[src/rtl/spi_ram.sv]
// Byte-wide RAM behind an SPI slave: 10-bit command words drive independent
// write and read pointers, each armed by its own address command.
module spi_ram #(
  parameter int MEM_DEPTH = 256,
  parameter int ADDR_SIZE = 8
) (
  input  logic       clk,
  input  logic       rst_n,
  input  logic [9:0] din,
  input  logic       rx_valid,
  output logic [7:0] dout,
  output logic       tx_valid,
  output logic       err
);

  localparam logic [1:0] WR_ADDR = 2'b00;
  localparam logic [1:0] WR_DATA = 2'b01;
  localparam logic [1:0] RD_ADDR = 2'b10;
  localparam logic [1:0] RD_DATA = 2'b11;

  logic [7:0]           mem [MEM_DEPTH];
  logic [ADDR_SIZE-1:0] wr_ptr;
  logic [ADDR_SIZE-1:0] rd_ptr;
  logic                 wr_arm;
  logic                 rd_arm;
  logic [1:0]           op;
  logic                 wr_en;

  assign op = din[9:8];

  always_comb begin
    wr_en = 1'b0;
    if (rx_valid && op == WR_DATA && wr_arm)
      wr_en = 1'b1;
  end

  // Memory deliberately has no reset so contents survive rst_n.
  always_ff @(posedge clk) begin
    if (wr_en)
      mem[wr_ptr] <= din[7:0];
  end

  always_ff @(posedge clk or negedge rst_n) begin
    if (!rst_n) begin
      dout     <= '0;
      tx_valid <= 1'b0;
      err      <= 1'b0;
      wr_ptr   <= '0;
      rd_ptr   <= '0;
      wr_arm   <= 1'b0;
      rd_arm   <= 1'b0;
    end else begin
      tx_valid <= 1'b0;
      err      <= 1'b0;
      if (rx_valid) begin
        case (op)
          WR_ADDR: begin
            wr_ptr <= din[ADDR_SIZE-1:0];
            wr_arm <= 1'b1;
          end
          WR_DATA: begin
            if (wr_arm)
              wr_ptr <= wr_ptr + ADDR_SIZE'(1);
            else
              err <= 1'b1;
          end
          RD_ADDR: begin
            rd_ptr <= din[ADDR_SIZE-1:0];
            rd_arm <= 1'b1;
          end
          default: begin
            if (rd_arm) begin
              dout     <= mem[rd_ptr];
              rd_ptr   <= rd_ptr + ADDR_SIZE'(1);
              tx_valid <= 1'b1;
            end else begin
              err <= 1'b1;
            end
          end
        endcase
      end
    end
  end

endmodule
[config.mk]
export PLATFORM = sky130hd
export DESIGN_NAME = spi_ram
export DESIGN_NICKNAME = d
export VERILOG_FILES = /design/src/rtl/spi_ram.sv
export SDC_FILE = /design/constraint.sdc
export NUM_CORES = 2
export LEC_CHECK = 0
export CORE_UTILIZATION = 55
export CTS_BUF_LIST = sky130_fd_sc_hd__clkbuf_16
export CTS_CLUSTER_DIAMETER = 60
export DETAILED_ROUTE_END_ITERATION = 10
export HOLD_SLACK_MARGIN = 0.06
export PLACE_DENSITY_LB_ADDON = 0.3
export SLEW_MARGIN = 20
export SYNTH_ARGS = -nofsm -noshare
export SYNTH_HDL_FRONTEND = slang
export SYNTH_SLANG_ARGS = --single-unit
[constraint.sdc]
create_clock -name clk -period 7.25 [get_ports clk]
set_clock_uncertainty 0.15 [all_clocks]
set_input_delay 0.725 -clock clk [delete_from_list [all_inputs] [get_ports clk]]
set_output_delay 0.725 -clock clk [all_outputs]
set_load 0.01 [all_outputs]
==> flow_metrics.tcl <==
set metrics [dict create \
    outcome "finished clean" \
    ios 23 \
    vias_per_cell 6.69 \
    grt_max_degree 182 \
    total_power_mw 29.9 \
    hold_buffers 0 \
    h-tree-depth 4 \
    slowest_delay_ns 0.99 \
    period_minus_slack_ns 4.68 \
    worst-r2r-cell-count 6 \
    cts_sinks 2076 \
    path_class "reg -> reg" \
    synth-async-reset-ratio_pct 1.35 \
    worst_slew_pin_slew_ns 1.11 \
    critical_path.startpoint_type "flip-flop" \
    critPathMaxFanout 40 \
    clkTransAtPathRegs_ns 0.06 \
    post_cts_resized 0 \
    r2r_slack_ns 2.57 \
    slew_headroom_pct 25.8 \
    slowest_stage "dfrtp_4" \
    wire_per_inst_um 33.3 \
    io_buffers 22 \
    rsz0062_at_grt "false" \
    die_x_um 387 \
    grtUsageTotal_pct 27.7 \
    drc 0 \
    cts_buffer_depth 3 \
    overflow 0 \
    crit_family "compound AO/OA/AOI/OAI gates" \
    vias 41600 \
    worstSkewPairLatency_ns 0.85 \
    core_um2 147000 \
    cts_root_buf "clkbuf_16" \
    design.die.area_um2 150000 \
    syn_area_um2 81600 \
    slew_violations 0 \
    timing.rr.start "rd_ptr[0]" \
    drtPass1Iterations 6 \
    fin_area_um2 90100 \
    wl_um 207000 \
    diodes 0 \
    fin_crit_sh_pct 64.6 \
    cts_tree "built" \
    path_common_cell "mux4_2" \
    ys_seq_area_share_pct 76.2 \
    cp-end-kind "flip-flop" \
    r2r_end "dout[7]" \
    die_h_um 387 \
    syn_nets 4095 \
    dpl.hpwl_um 122000 \
    numCtsBuffers 202 \
    worstPathCellList "buf_4 > mux4_2 > mux4_2 > o21ai_0 > a32oi_1 > a32o_1" \
    initial_core_util_pct 55.3 \
    yosysUniqueCellTypes 63 \
    ys.flop_type "edfxtp_1" \
    cts_setup_buffers 0 \
    dp.cells 5848 \
    tns_ns 0 \
    grt_pass1_vias 41300 \
    num-nets-final 4140 \
    drt_iter0_drc 6019 \
    fp-row-count 141 \
    vdd_ir_drop_max_mv 0.254 \
    worstPathArrival_ns 5.26 \
    fin_cells 6227 \
    max_cap_violations 0 \
    synth_edf_count 2048 \
    placed_area_um2 83500 \
    synth.avg_cell_area_um2 20.0 \
    crit_required_ns 7.83 \
    n_fill_cell 10100 \
    ant_nets 0 \
    yosys_warnings 0 \
    hold_viol_final 0 \
    grt_pass1_wl_um 296000 \
    fmax_ghz 0.214 \
    drive_gt1_share_pct 18.9 \
    yosys_register_bits 2076 \
    antenna_found_initial 3 \
    p_leak_nw 28.1 \
    p_per_area_nw_per_um2 332 \
    gp_congestion 0.896 \
    setup_viol 0 \
    synth_cells 4077 \
    syn_to_final_growth_pct 10.3 \
    hold_class "in -> async" \
    cp_num_buf_inv 1 \
]
## final cells by class
cell class	instances	area [µm²]	area share [%]
tap	1930	2410	2.68
clock inverter	174	1450	1.61
clock buffer	205	5130	5.70
multi-input combinational	1732	17800	19.8
sequential	2076	62200	69.1
inverter	10	40.0	0.0445
timing repair buffer	100	998	1.11
## synthesized netlist by cell type (6+ instances only)
library cell	number	area [µm²]
buf_8	16	240
nand4_1	15	93.8
a221o_1	27	270
clkbuf_1	101	379
a221oi_1	58	508
o21ai_0	71	355
and2_1	6	37.5
mux2_2	17	191
a22o_1	10	87.6
a31oi_1	9	56.3
nor2_1	305	1140
edfxtp_1	2048	61500
mux2i_1	300	3000
buf_2	56	280
o31ai_1	20	150
nor3_1	22	110
inv_1	10	37.5
buf_1	12	45.0
nand3_1	57	285
dfrtp_1	28	701
o211ai_1	7	52.6
buf_6	42	473
mux4_1	7	184
buf_4	28	210
a2111oi_0	6	52.6
o221ai_1	10	87.6
nor2b_1	21	131
mux4_2	386	8690
o22ai_1	14	87.6
a22oi_1	74	556
a21oi_1	88	440
nand2_1	116	435
o311ai_0	6	52.6
o2111ai_1	6	52.6
nand2b_1	14	87.6
## flip-flops by register name (all words and copies together), names as in the netlist
register and cells:
rd_ptr 8, tx_valid 1, err 1, mem 2048, wr_arm 1, wr_ptr 8
rd_arm 1, dout 8
## cell usage in the layout, fill, tap and decap left out, types with 6 or more instances in the layout
cell	instances
edfxtp_1	2048
mux4_2	386
mux2i_1	300
nor2_1	299
clkbuf_16	205
nand2_1	116
a21oi_1	88
a22oi_1	74
o21ai_0	71
buf_4	65
a221oi_1	58
nand3_1	53
clkinv_1	50
inv_1	46
clkinv_2	45
a221o_1	27
nor3_1	22
dfrtp_1	22
bufinv_16	21
o31ai_1	20
nor2b_1	17
mux2_2	17
nand4_1	15
nand2b_1	14
o22ai_1	14
clkdlybuf4s50_1	14
buf_12	13
o221ai_1	10
a22o_1	10
a31oi_1	9
clkbuf_8	8
o211ai_1	7
mux4_1	7
inv_6	7
o311ai_0	6
o2111ai_1	6
## through the flow
| step | setup WS, ns | hold slack, ns | util [%] |
|---|---|---|---|
| global placement | 2.22 | 0.355 | 56.6 |
| finish | 2.57 | 0.146 | 61.1 |
| global route | 2.40 | 0.148 | 61.1 |
| floorplan | 4.24 | 0.279 | - |
| CTS | 2.65 | 0.104 | 61.1 |
| detailed placement | 2.08 | 0.372 | 56.6 |
## logic make-up after synthesis
logic type | count (synthesis) | share of synthesized area, %
AND/OR/NAND/NOR | 573 | 3.00
multiplexers | 710 | 14.8
AO/OA/AOI/OAI | 444 | 3.85
flip-flops | 2076 | 76.2
buffers and inverters | 269 | 2.09
adder cells (fa/ha/maj) | 5 | 0.0766
## worst max-delay path by stage
stage          startpoint     endpoint  cells after the start
6_report        rd_ptr[0]      dout[7]                      6
5_1_grt         rd_ptr[1]      dout[6]                      8
4_1_cts         rd_ptr[0]      dout[7]                      6
3_5_place_dp       din[8]  mem[249][0]                      7
3_3_place_gp       din[8]   mem[99][7]                      8
2_1_floorplan      din[9]  mem[235][0]                      8
## metal layers
layer	track usage, %	vias up	wire (µm)
met1	39.3	21700	78700
met3	5.78	394	22500
met2	43.1	2590	98600
li1	-	16900	-
met4	9.86	4	7410
met5	0	-	28
## power breakdown
part / internal (mW) / switching [mW]
sequential: 13.2 / 0.272
clock: 5.89 / 4.50
combinational: 2.22 / 3.75
Power figures use the tool's default switching activity.
